[src/rtl/reset_seq_pkg.sv]
// Shared types and constants for the reset sequencer: FSM state encoding, default timing, counter sizing.
// Pure declarations; no latency or backpressure of its own.
package reset_seq_pkg;

  typedef enum logic [2:0] {
    HOLD    = 3'd0,
    STAGGER = 3'd1,
    RUN     = 3'd2,
    QUIESCE = 3'd3,
    ASSERT  = 3'd4
  } state_t;

  localparam int DEF_NUM_DOMAINS     = 3;
  localparam int DEF_SYNC_DEPTH      = 3;
  localparam int DEF_HOLD_CYCLES     = 16;
  localparam int DEF_STAGGER_CYCLES  = 4;
  localparam int DEF_QUIESCE_TIMEOUT = 64;
  localparam int DEF_WDT_CYCLES      = 1024;

  // Wide enough to hold max_val itself: ceil(log2(max_val)) + 1 bits.
  function automatic int cnt_width(input int max_val);
    return $clog2(max_val) + 1;
  endfunction

  function automatic int max_int(input int a, input int b);
    return (a > b) ? a : b;
  endfunction

endpackage

[src/rtl/reset_sync_async_n.sv]
// Active-low reset synchronizer: asserts asynchronously, deasserts DEPTH clock edges after reset_n rises.
// No flow control; output is a plain level.
module reset_sync_async_n #(
  parameter int DEPTH = 3
) (
  input  logic clock,
  input  logic reset_n,
  output logic rst_sync_n
);

  logic [DEPTH-1:0] sync_q;

  always_ff @(posedge clock or negedge reset_n) begin
    if (!reset_n) begin
      sync_q <= '0;
    end else begin
      sync_q <= {sync_q[DEPTH-2:0], 1'b1};
    end
  end

  assign rst_sync_n = sync_q[DEPTH-1];

endmodule

[src/rtl/reset_sequencer.sv]
// Ordered per-domain reset release with quiesced software partial resets; domain resets are registered.
// Optional watchdog enabled by RST_SEQ_WDT_EN; requests arriving outside RUN are dropped, not queued.
module reset_sequencer
  import reset_seq_pkg::*;
#(
  parameter int NUM_DOMAINS     = DEF_NUM_DOMAINS,
  parameter int SYNC_DEPTH      = DEF_SYNC_DEPTH,
  parameter int HOLD_CYCLES     = DEF_HOLD_CYCLES,
  parameter int STAGGER_CYCLES  = DEF_STAGGER_CYCLES,
  parameter int QUIESCE_TIMEOUT = DEF_QUIESCE_TIMEOUT,
  parameter int WDT_CYCLES      = DEF_WDT_CYCLES
) (
  input  logic                   clock,
  input  logic                   reset_n,
  input  logic                   sw_reset_req,
  input  logic [NUM_DOMAINS-1:0] sw_reset_mask,
  output logic                   quiesce_req,
  input  logic                   quiesce_ack,
  input  logic                   wdt_kick,
  output logic [NUM_DOMAINS-1:0] domain_reset_n,
  output logic                   all_released,
  output logic                   busy,
  output logic                   quiesce_timeout,
  output logic                   wdt_fired
);

  localparam int CNT_MAX = max_int(max_int(HOLD_CYCLES, STAGGER_CYCLES),
                                   max_int(QUIESCE_TIMEOUT, WDT_CYCLES));
  localparam int CW = cnt_width(CNT_MAX);

  typedef logic [CW-1:0] cnt_t;

  localparam cnt_t HOLD_LAST    = cnt_t'(HOLD_CYCLES - 1);
  localparam cnt_t STAGGER_LAST = cnt_t'(STAGGER_CYCLES - 1);
  localparam cnt_t QUIESCE_LAST = cnt_t'(QUIESCE_TIMEOUT - 1);

  logic rst_sync_n;

  reset_sync_async_n #(
    .DEPTH (SYNC_DEPTH)
  ) u_sync (
    .clock      (clock),
    .reset_n    (reset_n),
    .rst_sync_n (rst_sync_n)
  );

  state_t                 state_q, state_d;
  cnt_t                   cnt_q, cnt_d;
  logic [NUM_DOMAINS-1:0] target_q, target_d;
  logic [NUM_DOMAINS-1:0] dom_q, dom_d;
  logic                   qto_q, qto_d;

  logic [NUM_DOMAINS-1:0] pending;
  logic [NUM_DOMAINS-1:0] release_vec;
  logic                   last_release;
  logic                   sw_take;
  logic                   wdt_fire;

  // Lowest-index targeted domain still in reset, isolated as a one-hot vector.
  assign pending      = target_q & ~dom_q;
  assign release_vec  = pending & (~pending + 1'b1);
  assign last_release = (pending & ~release_vec) == '0;

  assign sw_take = (state_q == RUN) && sw_reset_req && (|sw_reset_mask);

`ifdef RST_SEQ_WDT_EN
  localparam cnt_t WDT_LAST = cnt_t'(WDT_CYCLES - 1);

  cnt_t wdt_cnt_q;
  logic wdt_fired_q;
  logic wdt_expire;

  assign wdt_expire = (state_q == RUN) && !wdt_kick && (wdt_cnt_q == WDT_LAST);
  // A software request in the same cycle wins over the watchdog.
  assign wdt_fire   = wdt_expire && !sw_take;

  always_ff @(posedge clock or negedge rst_sync_n) begin
    if (!rst_sync_n) begin
      wdt_cnt_q   <= '0;
      wdt_fired_q <= 1'b0;
    end else begin
      if ((state_q != RUN) || wdt_kick || wdt_expire) begin
        wdt_cnt_q <= '0;
      end else begin
        wdt_cnt_q <= wdt_cnt_q + 1'b1;
      end
      if (wdt_fire) begin
        wdt_fired_q <= 1'b1;
      end
    end
  end

  assign wdt_fired = wdt_fired_q;
`else
  logic wdt_kick_unused;

  assign wdt_kick_unused = wdt_kick;
  assign wdt_fire        = 1'b0;
  assign wdt_fired       = 1'b0;
`endif

  // Power-on state: everything targeted and held, counter cleared until the synchronizer lets go.
  always_ff @(posedge clock or negedge rst_sync_n) begin
    if (!rst_sync_n) begin
      state_q  <= HOLD;
      cnt_q    <= '0;
      target_q <= '1;
      dom_q    <= '0;
      qto_q    <= 1'b0;
    end else begin
      state_q  <= state_d;
      cnt_q    <= cnt_d;
      target_q <= target_d;
      dom_q    <= dom_d;
      qto_q    <= qto_d;
    end
  end

  always_comb begin
    state_d  = state_q;
    cnt_d    = cnt_q;
    target_d = target_q;
    dom_d    = dom_q;
    qto_d    = qto_q;

    unique case (state_q)
      HOLD: begin
        if (cnt_q == HOLD_LAST) begin
          dom_d   = dom_q | release_vec;
          cnt_d   = '0;
          state_d = last_release ? RUN : STAGGER;
        end else begin
          cnt_d = cnt_q + 1'b1;
        end
      end

      STAGGER: begin
        if (cnt_q == STAGGER_LAST) begin
          dom_d   = dom_q | release_vec;
          cnt_d   = '0;
          state_d = last_release ? RUN : STAGGER;
        end else begin
          cnt_d = cnt_q + 1'b1;
        end
      end

      RUN: begin
        if (sw_take) begin
          target_d = sw_reset_mask;
          cnt_d    = '0;
          state_d  = QUIESCE;
        end else if (wdt_fire) begin
          target_d = '1;
          cnt_d    = '0;
          state_d  = ASSERT;
        end
      end

      QUIESCE: begin
        // Ack is checked first so a coincident timeout does not flag.
        if (quiesce_ack) begin
          cnt_d   = '0;
          state_d = ASSERT;
        end else if (cnt_q == QUIESCE_LAST) begin
          qto_d   = 1'b1;
          cnt_d   = '0;
          state_d = ASSERT;
        end else begin
          cnt_d = cnt_q + 1'b1;
        end
      end

      ASSERT: begin
        dom_d   = dom_q & ~target_q;
        cnt_d   = '0;
        state_d = HOLD;
      end

      default: begin
        cnt_d   = '0;
        state_d = HOLD;
      end
    endcase
  end

  assign domain_reset_n  = dom_q;
  assign quiesce_req     = (state_q == QUIESCE);
  assign all_released    = (state_q == RUN);
  assign busy            = (state_q != RUN);
  assign quiesce_timeout = qto_q;

endmodule

[config.mk]
export PLATFORM = sky130hd
export DESIGN_NAME = reset_sequencer
export DESIGN_NICKNAME = d
export VERILOG_FILES = /design/src/rtl/reset_seq_pkg.sv /design/src/rtl/reset_sync_async_n.sv /design/src/rtl/reset_sequencer.sv
export SDC_FILE = /design/constraint.sdc
export NUM_CORES = 1
export LEC_CHECK = 0
export ABC_AREA = 1
export ABC_CLOCK_PERIOD_IN_PS = 920
export BUFFER_PORTS_ARGS = -buffer_cell sky130_fd_sc_hd__clkbuf_2
export CAP_MARGIN = 20
export CORE_ASPECT_RATIO = 1.4
export CORE_UTILIZATION = 57
export DETAILED_ROUTE_END_ITERATION = 8
export HOLD_SLACK_MARGIN = 0.12
export PLACE_DENSITY_LB_ADDON = 0.05
export SYNTH_ARGS = -nofsm -noshare
export SYNTH_HDL_FRONTEND = slang
export SYNTH_SLANG_ARGS = --single-unit
[constraint.sdc]
create_clock -name clock -period 0.92 [get_ports clock]
set_input_delay 0.092 -clock clock [delete_from_list [all_inputs] [get_ports clock]]
set_output_delay 0.092 -clock clock [all_outputs]
set_load 0.01 [all_outputs]
==> flow_summary.toml, run 1 <==
[power_and_ir_drop]
netSwitchingFraction = 0.452
p_clk_frac = 0.126
intPower_mw = 3.53
power_switching_mw = 2.90
finalPower_mw = 6.43
p_leak_nw = 1.13
p_per_area_mw_per_mm2 = 2900
comb_power_share = 0.604
power_frac_seq = 0.270
peakVddDrop_mv = 2.59

[placement]
hpwl_um = 2600
io_buffers = 13
gp_congestion = 0.845
placed_area_mm2 = 0.00179
post-place-cells = 262

[layout]
fin_util = 0.939
insertedDiodeCount = 0
final_nets = 273
final_area_mm2 = 0.00222
drive_gt1_frac = 0.430
instances_no_fill = 286
fill_cells = 82
syn_to_final_growth_pct = 56.9

[clock_network]
cts_tree = "built"
clock_latency_ns = 0.33
numCtsBuffers = 3
path_clk_slew_ns = 0.15
htreeDepth = 1
cts.sinks = 24
clock_path_buffers = 2
cts-root-buf = "clkbuf_4"

[synth]
ys_types = 26
synthCells = 192
syn_avg_cell_area_um2 = 7.37
yosys_warnings = 0
synth_edf_count = 0
synthFlopType = "dfrtp_1"
postSynth.asyncResetShare = 1.00
syn_area_mm2 = 0.00142
synth_nets = 201
synth-seq-cells = 24
seq_area_frac_synth = 0.427

[setup_path]
crit_slowest_cell = "dfrtp_1"
reg2reg_depth = 8
end_kind = "register"
critPathLaunchType = "register"
cpMostUsedCell = "nand2_1"
worstPathRequired_ns = 1.16
cpLargestDelayFamily = "simple AND/OR/NAND/NOR gates"
r2r-start = "cnt_q[10]"
path_class = "reg -> reg"
cp.arrival_ns = 1.98
cp_num_buf_inv = 0
critPathCapture = "cnt_q[1]"
ff2ff_setup_slack_ns = -0.82
cp_max_fo = 8
max_stage_delay_ns = 0.43
critical_path_depth = 8
r2r_end = "cnt_q[1]"
cp-startpoint = "cnt_q[10]"
path_cells = "nor2_1 > nand2_1 > nor2_1 > nand2_2 > nand2_4 > nand3_4 > nand2_1 > nand2_1"

[route]
drc = 0
drt-pass1-iter-count = 6
wirelength_um = 6430
routedWlPerCell_um = 22.5
ant_nets = 0
drt-initial-drc-count = 255
vias_per_cell = 6.44
vias = 1842

[sta]
fin_ws_ns = -0.823
max_freq_ghz = 0.574
clock_skew_ns = 0.00535
setup-violations-final = 28
period_needed_ns = 1.74
fin_crit_sh = 1.89
rsz0062_at_grt = "true"
finalMaxSlewViolations = 0
hold_viol = 0
fin_tns_setup_ns = -17.20

[global_route]
grt_usage = 0.367
grt_pass1_vias = 1625
antenna_found_initial = 0
grt_max_degree = 22
grt_pass1_wl_um = 7230
grt_overflow_total = 0

[outcome]
status = "finished, violations left"
violations = "negative setup slack"

[flow_run]
drv_cap = 0

[floorplan]
initial_core_util = 0.598
core_area_mm2 = 0.00236
die_w_um = 44.1
fp-row-count = 21
die-area_mm2 = 0.00269
die_height_um = 61.0
ios = 16

[worst_hold_path]
min_path_type = "in -> reg"
[repair_timing]
item                                   4_1_cts  5_1_grt
pin swaps                                    6       10
setup buffers                                9        5
hold buffers                                 6        0
resized for setup                           21       43
endpoints found under the hold margin        7        0
gates cloned                                 0        0
setup endpoints to repair                   28       28
[sequential cells by signal (all words and copies together), names as in the netlist, named ones only]
register / count
quiesce_timeout: 1
domain_reset_n: 2
state_q: 3
u_sync.sync_q: 3
target_q: 3
cnt_q: 11
[per-stage QoR]
| step | hold slack, ns | setup slack, ns |
|---|---|---|
| final | 0.193 | -0.823 |
| after global routing | 0.217 | -0.867 |
| after CTS | 0.206 | -0.496 |
| after detailed placement | -0.109 | -0.517 |
| after global placement | -0.113 | -0.484 |
| after floorplan | -0.204 | -0.365 |
[cell usage in the layout, fill, tap and decap left out, drive strengths merged]
cell,Yosys,routed
buf,1,56
o31ai,1,1
dfstp,3,3
ha,1,1
nor3,1,1
inv,31,31
nor2,22,22
conb,2,2
dlygate4sd3,0,6
clkbuf,0,9
nor3b,1,1
nand4,4,4
a31o,1,1
bufinv,0,1
nand2,70,70
xor2,4,4
nand3,15,15
a31oi,1,1
dfrtp,21,21
a21oi,1,1
o21ai,12,12
[Yosys cell counts (2+ instances only)]
cell type  number  share of area
nand2_1        63           0.17
inv_1          28          0.074
dfrtp_1        21           0.37
nor2_1         18          0.048
nand3_1        13          0.046
o21ai_0         7          0.025
o21ai_1         5          0.018
nand2_4         4          0.032
nand4_1         4          0.018
xor2_1          4          0.025
dfstp_2         3          0.056
inv_2           3         0.0080
nand2_2         3          0.013
conb_1          2         0.0053
nor2_2          2         0.0088
nor2_4          2          0.016
[how the worst min path moves through the flow]
stage           startpoint               end  slack [ns]  cells past startpoint
3_3_place_gp       reset_n  u_sync.sync_q[1]       -0.11                      1
4_1_cts        quiesce_ack        state_q[1]        0.21                      5
5_1_grt        quiesce_ack        state_q[1]        0.22                      5
3_5_place_dp       reset_n  u_sync.sync_q[0]       -0.11                      1
6_report       quiesce_ack        state_q[1]        0.19                      5
2_1_floorplan      reset_n  u_sync.sync_q[0]       -0.20                      0
[layout make-up]
| type | instances | area (um2) | area share |
|---|---|---|---|
| Inverter | 31 | 129 | 0.0580 |
| Clock buffer | 3 | 22.5 | 0.0101 |
| Sequential cell | 24 | 607 | 0.273 |
| Timing Repair Buffer | 68 | 576 | 0.259 |
| Clock inverter | 1 | 30.0 | 0.0135 |
| Multi-Input combinational cell | 136 | 828 | 0.373 |
| Tap cell | 23 | 28.8 | 0.0130 |
[cells by family (layout without fill, tap and decap cells)]
logic type	after synthesis	count (layout)	synth area share
and+or+nand+nor	113	113	0.385
adders and majority gates	1	1	0.00884
other	2	2	0.00531
DFF	24	24	0.427
xor gates and xnor gates	4	4	0.0248
AOI/OAI and AO/OA	16	16	0.0619
buffers and inverters	32	103	0.0875
[layer usage]
layer / share of wire / track usage / wire (um) / vias up
met3: 0.12 / 0.0476 / 750 / 73
met2: 0.48 / 0.689 / 3100 / 221
met5: 0 / 0 / 0 / -
met4: 0.074 / 0.195 / 478 / 0
met1: 0.33 / 0.391 / 2100 / 817
li1: - / - / - / 731
[worst reg2reg max path, cell delays in order (launching register included)]
cell and delay (ns):
dfrtp_1 0.43, nor2_1 0.17, nand2_1 0.16, nor2_1 0.27, nand2_2 0.13, nand2_4 0.13, nand3_4 0.14, nand2_1 0.14
nand2_1 0.06
[power groups by stage]
stage / combinational [mW] / clock (mW) / sequential (mW)
2_1_floorplan: 1.46 / 0 / 1.66
3_3_place_gp: 2.46 / 0 / 1.62
3_5_place_dp: 2.53 / 0 / 1.63
4_1_cts: 2.86 / 0.787 / 1.66
5_1_grt: 4.00 / 0.827 / 1.75
6_report: 3.88 / 0.808 / 1.74
Power figures use the tool's default switching activity.
==> run 2: changes to the inputs <==
--- a/config.mk
+++ b/config.mk
@@ -6,7 +6,7 @@
 export NUM_CORES = 1
 export LEC_CHECK = 0
 export ABC_AREA = 1
-export ABC_CLOCK_PERIOD_IN_PS = 920
+export ABC_CLOCK_PERIOD_IN_PS = 1650
 export BUFFER_PORTS_ARGS = -buffer_cell sky130_fd_sc_hd__clkbuf_2
 export CAP_MARGIN = 20
 export CORE_ASPECT_RATIO = 1.4
==> constraint.sdc (replaced) <==
create_clock -name clock -period 1.65 [get_ports clock]
set_input_delay 0.165 -clock clock [delete_from_list [all_inputs] [get_ports clock]]
set_output_delay 0.165 -clock clock [all_outputs]
set_load 0.01 [all_outputs]
==> run 2 against run 1 <==
  * The flow now finishes without violations
  * Combinational power shrank 73%
  * Setup slack gained 0.92 ns
  * Utilization shrank 25 points
  * Wire length shrank 56%
  * Clock power shrank 47%
  * Die area is the same
  * Final area shrank 27%
  * Non-clock buffer count shrank 47
  * Critical endpoint is now busy
==> flow_summary.toml, run 2 (synthesis results as in run 1) <==
[outcome]
status = "completed"

[sta]
fin_tns_setup_ns = 0
fin_ws_ns = 0.0947
clock_skew_ns = 0.00456
period_needed_ns = 1.56
rsz0062_at_grt = "false"
finalMaxSlewViolations = 0
hold_ws_ns = 0.146
fin_crit_sh = 0.943
setup-violations-final = 0
max_freq_ghz = 0.643
hold_viol = 0

[clock_network]
cts-root-buf = "clkbuf_4"
clock_path_buffers = 2
cts.sinks = 24
numCtsBuffers = 3
cts_tree = "built"
clock_latency_ns = 0.31
htreeDepth = 1
cts_resized = 0
path_clk_slew_ns = 0.14

[placement]
gp_congestion = 0.850
hpwl_um = 2170
pre_cts_ws_ns = 0.127
io_buffers = 13
post-place-cells = 228
placed_area_mm2 = 0.00151

[route]
drt-initial-drc-count = 25
drc = 0
vias = 1237
ant_nets = 0
routedWlPerCell_um = 12.0
vias_per_cell = 5.18
wirelength_um = 2860
drt-pass1-iter-count = 4

[floorplan]
initial_core_util = 0.598
core_area_mm2 = 0.00236
die_w_um = 44.1
die_height_um = 61.0
fp-row-count = 21
die-area_mm2 = 0.00269
ios = 16

[global_route]
grt_max_degree = 22
grt_pass1_wl_um = 4780
grt_usage = 0.244
antenna_found_initial = 0
grt_pass1_vias = 1183
grt_overflow_total = 0

[layout]
insertedDiodeCount = 0
largest_register_ffs = 11
fill_cells = 199
mostFrequentLayoutCells = "63 x nand2_1, 28 x inv_1, 21 x dfrtp_1"
final_area_mm2 = 0.00162
drive_gt1_frac = 0.194
top_register = "cnt_q"
final_common_cell = "nand2_1"
instances_no_fill = 239
final_nets = 226
fin_util = 0.687
syn_to_final_growth_pct = 14.8

[setup_path]
r2r-start = "cnt_q[1]"
critPathLaunchType = "register"
end_kind = "output port"
r2r_end = "state_q[0]"
cp.arrival_ns = 1.39
ff2ff_setup_slack_ns = 0.12
worstPathRequired_ns = 1.48
cp-startpoint = "state_q[0]"
cp_max_fo = 5
path_class = "reg -> out"
reg2reg_depth = 9

[power_and_ir_drop]
peakVddDrop_mv = 0.999
p_leak_nw = 0.879
p_per_area_mw_per_mm2 = 1480
finalPower_mw = 2.40

[worst_hold_path]
min_path_type = "in -> async"

[flow_run]
drv_cap = 0
[run 2: final cells by class]
| type | instances | area (um2) | area share |
|---|---|---|---|
| clock buffer | 3 | 22.5 | 0.0139 |
| multi-input combinational | 136 | 687 | 0.423 |
| inverter | 31 | 116 | 0.0716 |
| timing repair buffer | 21 | 135 | 0.0832 |
| clock inverter | 1 | 30.0 | 0.0185 |
| sequential | 24 | 604 | 0.372 |
| tap | 23 | 28.8 | 0.0177 |
[run 2: power breakdown]
group	internal (mW)	switching, mW	total, mW
sequential	0.767	0.156	0.923
combinational	0.373	0.675	1.05
clock	0.246	0.181	0.426
total	1.39	1.01	2.40
[run 2: worst max-delay path by stage]
| stage | to | slack (ns) |
|---|---|---|
| CTS | state_q[0] | 0.1 |
| detailed placement | state_q[0] | 0.13 |
| global route | domain_reset_n[2] | 0.004 |
| floorplan | state_q[0] | 0.35 |
| global placement | cnt_q[8] | 0.17 |
| finish | busy | 0.09 |
[run 2: per-layer routing]
metal / wire length, um / share of wire / vias up / global-route usage
li1: - / - / 638 / -
met1: 1130 / 0.40 / 561 / 0.252
met2: 1580 / 0.55 / 29 / 0.481
met3: 75 / 0.026 / 9 / 0.0208
met4: 75 / 0.026 / 0 / 0.117
met5: 0 / 0 / - / 0
[run 2: repair_timing]
| item | CTS | global route |
|---|---|---|
| setup buffers | 0 | 3 |
| hold buffers | 4 | 0 |
| endpoints found under the hold margin | 6 | 0 |
| setup endpoints to repair | 0 | 2 |
[run 2: critical path, cell delays in order, from the launching register on]
cell,delay [ns]
dfrtp_1,0.48
nor3_4,0.29
inv_1,0.15
clkbuf_2,0.15
==> run 3: changes to the inputs <==
--- a/config.mk
+++ b/config.mk
@@ -7,13 +7,15 @@
 export LEC_CHECK = 0
 export ABC_AREA = 1
 export ABC_CLOCK_PERIOD_IN_PS = 1650
-export BUFFER_PORTS_ARGS = -buffer_cell sky130_fd_sc_hd__clkbuf_2
 export CAP_MARGIN = 20
 export CORE_ASPECT_RATIO = 1.4
-export CORE_UTILIZATION = 57
+export CORE_UTILIZATION = 65
+export CTS_BUF_LIST = sky130_fd_sc_hd__clkbuf_8
 export DETAILED_ROUTE_END_ITERATION = 8
+export DONT_BUFFER_PORTS = 1
 export HOLD_SLACK_MARGIN = 0.12
 export PLACE_DENSITY_LB_ADDON = 0.05
 export SYNTH_ARGS = -nofsm -noshare
 export SYNTH_HDL_FRONTEND = slang
+export SYNTH_HIERARCHICAL = 1
 export SYNTH_SLANG_ARGS = --single-unit
==> run 3 against run 2 <==
  * Utilization grew 6.7 points
  * Sequential share of layout area up 3.4 points
  * Setup slack improved by 0.0082 ns
  * Non-clock buffer count is 12 lower
  * Critical path type is now reg -> reg
  * Highest routed layer unchanged
  * Final area shrank 8.4%
  * Sequential cell count unchanged
==> flow_summary.toml, run 3 <==
[outcome]
status = "completed"

[synth]
yosysTopAreaCell = "dfrtp_1"
synth_top_area_share = 0.387
netlist_top_cells_count = "56 x nand2_1, 26 x inv_1, 21 x dfrtp_1"
synth_compound_area_frac = 0.0886
postSynth.asyncResetShare = 1.00
ys_types = 23
synth_mux_area_frac = 0.00830
yosysMostFrequentCell = "nand2_1"
synthCells = 185
syn_avg_cell_area_um2 = 7.33
synth_edf_count = 0
synthSimpleGateAreaFrac = 0.311
yosys_warnings = 6
synth-seq-cells = 24
seq_area_frac_synth = 0.446
synthFlopType = "dfrtp_1"
synthAdderAreaFrac = 0.00923
synth_area_leaders = "dfrtp_1 39%, nand2_1 15%, inv_1 7.2%, o21ai_0 7.0%, dfstp_2 5.8%"
synthXorXnorAreaFrac = 0.0323
syn_area_mm2 = 0.00136
synth_top_family_by_area = "simple AND/OR/NAND/NOR gates"
synth_nets = 194

[power_and_ir_drop]
comb_power_share = 0.422
p_clk_frac = 0.161
p_per_area_mw_per_mm2 = 1490
power_frac_seq = 0.417
power_switching_mw = 0.943
p_leak_nw = 0.745
intPower_mw = 1.27
peakVddDrop_mv = 1.33
netSwitchingFraction = 0.427

[setup_path]
cp_max_fo = 6
worstPathRequired_ns = 1.80
end_kind = "register"
reg2reg_depth = 8
critPathLaunchType = "register"
cp.arrival_ns = 1.70
path_class = "reg -> reg"

[floorplan]
die_w_um = 40.6
core_area_mm2 = 0.00197
die-area_mm2 = 0.00228
ios = 16
fp-row-count = 19
die_height_um = 56.1
initial_core_util = 0.687

[sta]
clock_skew_ns = 0.000723
finalMaxSlewViolations = 0
fin_crit_sh = 0.938
max_freq_ghz = 0.646
hold_viol = 0
setup-violations-final = 0
fin_tns_setup_ns = 0
period_needed_ns = 1.55
rsz0062_at_grt = "true"
hold_ws_ns = 0.133

[clock_network]
cts-root-buf = "clkbuf_8"
cts_setup_buffers = 0
cts_tree = "built"
numCtsBuffers = 3
path_clk_slew_ns = 0.08
cts.sinks = 24
clock_path_buffers = 2
clock_latency_ns = 0.27
htreeDepth = 1

[flow_run]
drv_cap = 0

[global_route]
antenna_found_initial = 0
grt_pass1_wl_um = 4320
grt_overflow_total = 0
grt_pass1_vias = 1106
grt_usage = 0.276
grt_max_degree = 22

[layout]
drive_gt1_frac = 0.0974
final_common_cell = "nand2_1"
instances_no_fill = 216
syn_to_final_growth_pct = 9.69
top_register = "cnt_q"
insertedDiodeCount = 0
final_nets = 205
mostFrequentLayoutCells = "56 x nand2_1, 27 x inv_1, 21 x dfrtp_1"
largest_register_ffs = 11

[route]
routedWlPerCell_um = 12.6
drt-pass1-iter-count = 4
wirelength_um = 2730
ant_nets = 0
vias = 1167
drc = 0
vias_per_cell = 5.40
drt-initial-drc-count = 41

[placement]
io_buffers = 0
post-place-cells = 206
hpwl_um = 1960
gp_congestion = 0.851

[worst_hold_path]
min_path_type = "in -> async"
==> run 3: cell type report <==
| class | instances | area (um2) |
|---|---|---|
| inverter | 27 | 101 |
| fill | 152 | 485 |
| tap | 21 | 26.3 |
| clock buffer | 3 | 41.3 |
| sequential | 24 | 604 |
| clock inverter | 1 | 3.75 |
| multi-input combinational | 131 | 631 |
| timing repair buffer | 9 | 80.1 |
==> run 3: logic make-up (layout without fill, tap and decap cells) <==
kind of cell	Yosys count	in the layout
AO/OA/AOI/OAI	23	23
XOR/XNOR	5	5
adder cells (fa/ha/maj)	1	1
buffers and inverters	31	40
flip-flops	24	24
multiplexers	1	1
other	2	2
AND/OR/NAND/NOR	98	99
==> run 3: worst paths after layout <==
check | endpoint | slack [ns] | startpoint
min in group clock | target_q[2] | 0.17 | sw_reset_req
setup reg to reg | cnt_q[9] | 0.10 | cnt_q[0]
hold reg to reg | cnt_q[7] | 0.21 | u_sync/sync_q[2]
max in group asynchronous | target_q[1] | 1.16 | u_sync/sync_q[2]
setup / recovery | cnt_q[9] | 0.10 | cnt_q[0]
hold / removal | u_sync/sync_q[0] | 0.13 | reset_n
==> run 3: per-stage QoR <==
stage	instance area (um2)	util	setup WS, ns	power [mW]
6_report	1490	0.754	0.103	2.21
5_1_grt	1490	0.754	-0.0158	2.39
4_1_cts	1470	0.747	0.0392	2.15
3_5_place_dp	1380	0.699	0.0572	1.80
3_3_place_gp	1380	0.699	0.0706	1.76
2_1_floorplan	1360	-	0.202	1.61
==> run 3: critical path, stage by stage (launching register included) <==
cell     delay [ns]
dfrtp_1        0.39
ha_2           0.22
nand3_2        0.12
nor2_1         0.12
nand2_1        0.06
nand2_2        0.09
nand2_2        0.11
nor2_4         0.20
o21ai_0        0.12
==> run 3: power by group through the flow <==
stage               Combinational, mW  Sequential [mW]  Clock, mW
floorplan                       0.718            0.896          0
global placement                0.835            0.923          0
detailed placement              0.866            0.930          0
CTS                             0.879            0.919      0.355
global route                     1.08            0.943      0.369
finish                          0.933            0.922      0.355
==> run 3: per-layer routing <==
| metal | track usage | vias up | routed length, um |
|---|---|---|---|
| met5 | 0 | - | 0 |
| met2 | 0.508 | 18 | 1580 |
| met3 | 0.0440 | 5 | 76 |
| met1 | 0.281 | 545 | 1020 |
| li1 | - | 599 | - |
| met4 | 0.100 | 0 | 51 |
==> run 3: repair_timing <==
item / 4_1_cts / 5_1_grt
gates resized for setup: 0 / 2
hold endpoints to repair: 7 / 0
endpoints found under the setup margin: 0 / 12
hold buffers: 5 / 0
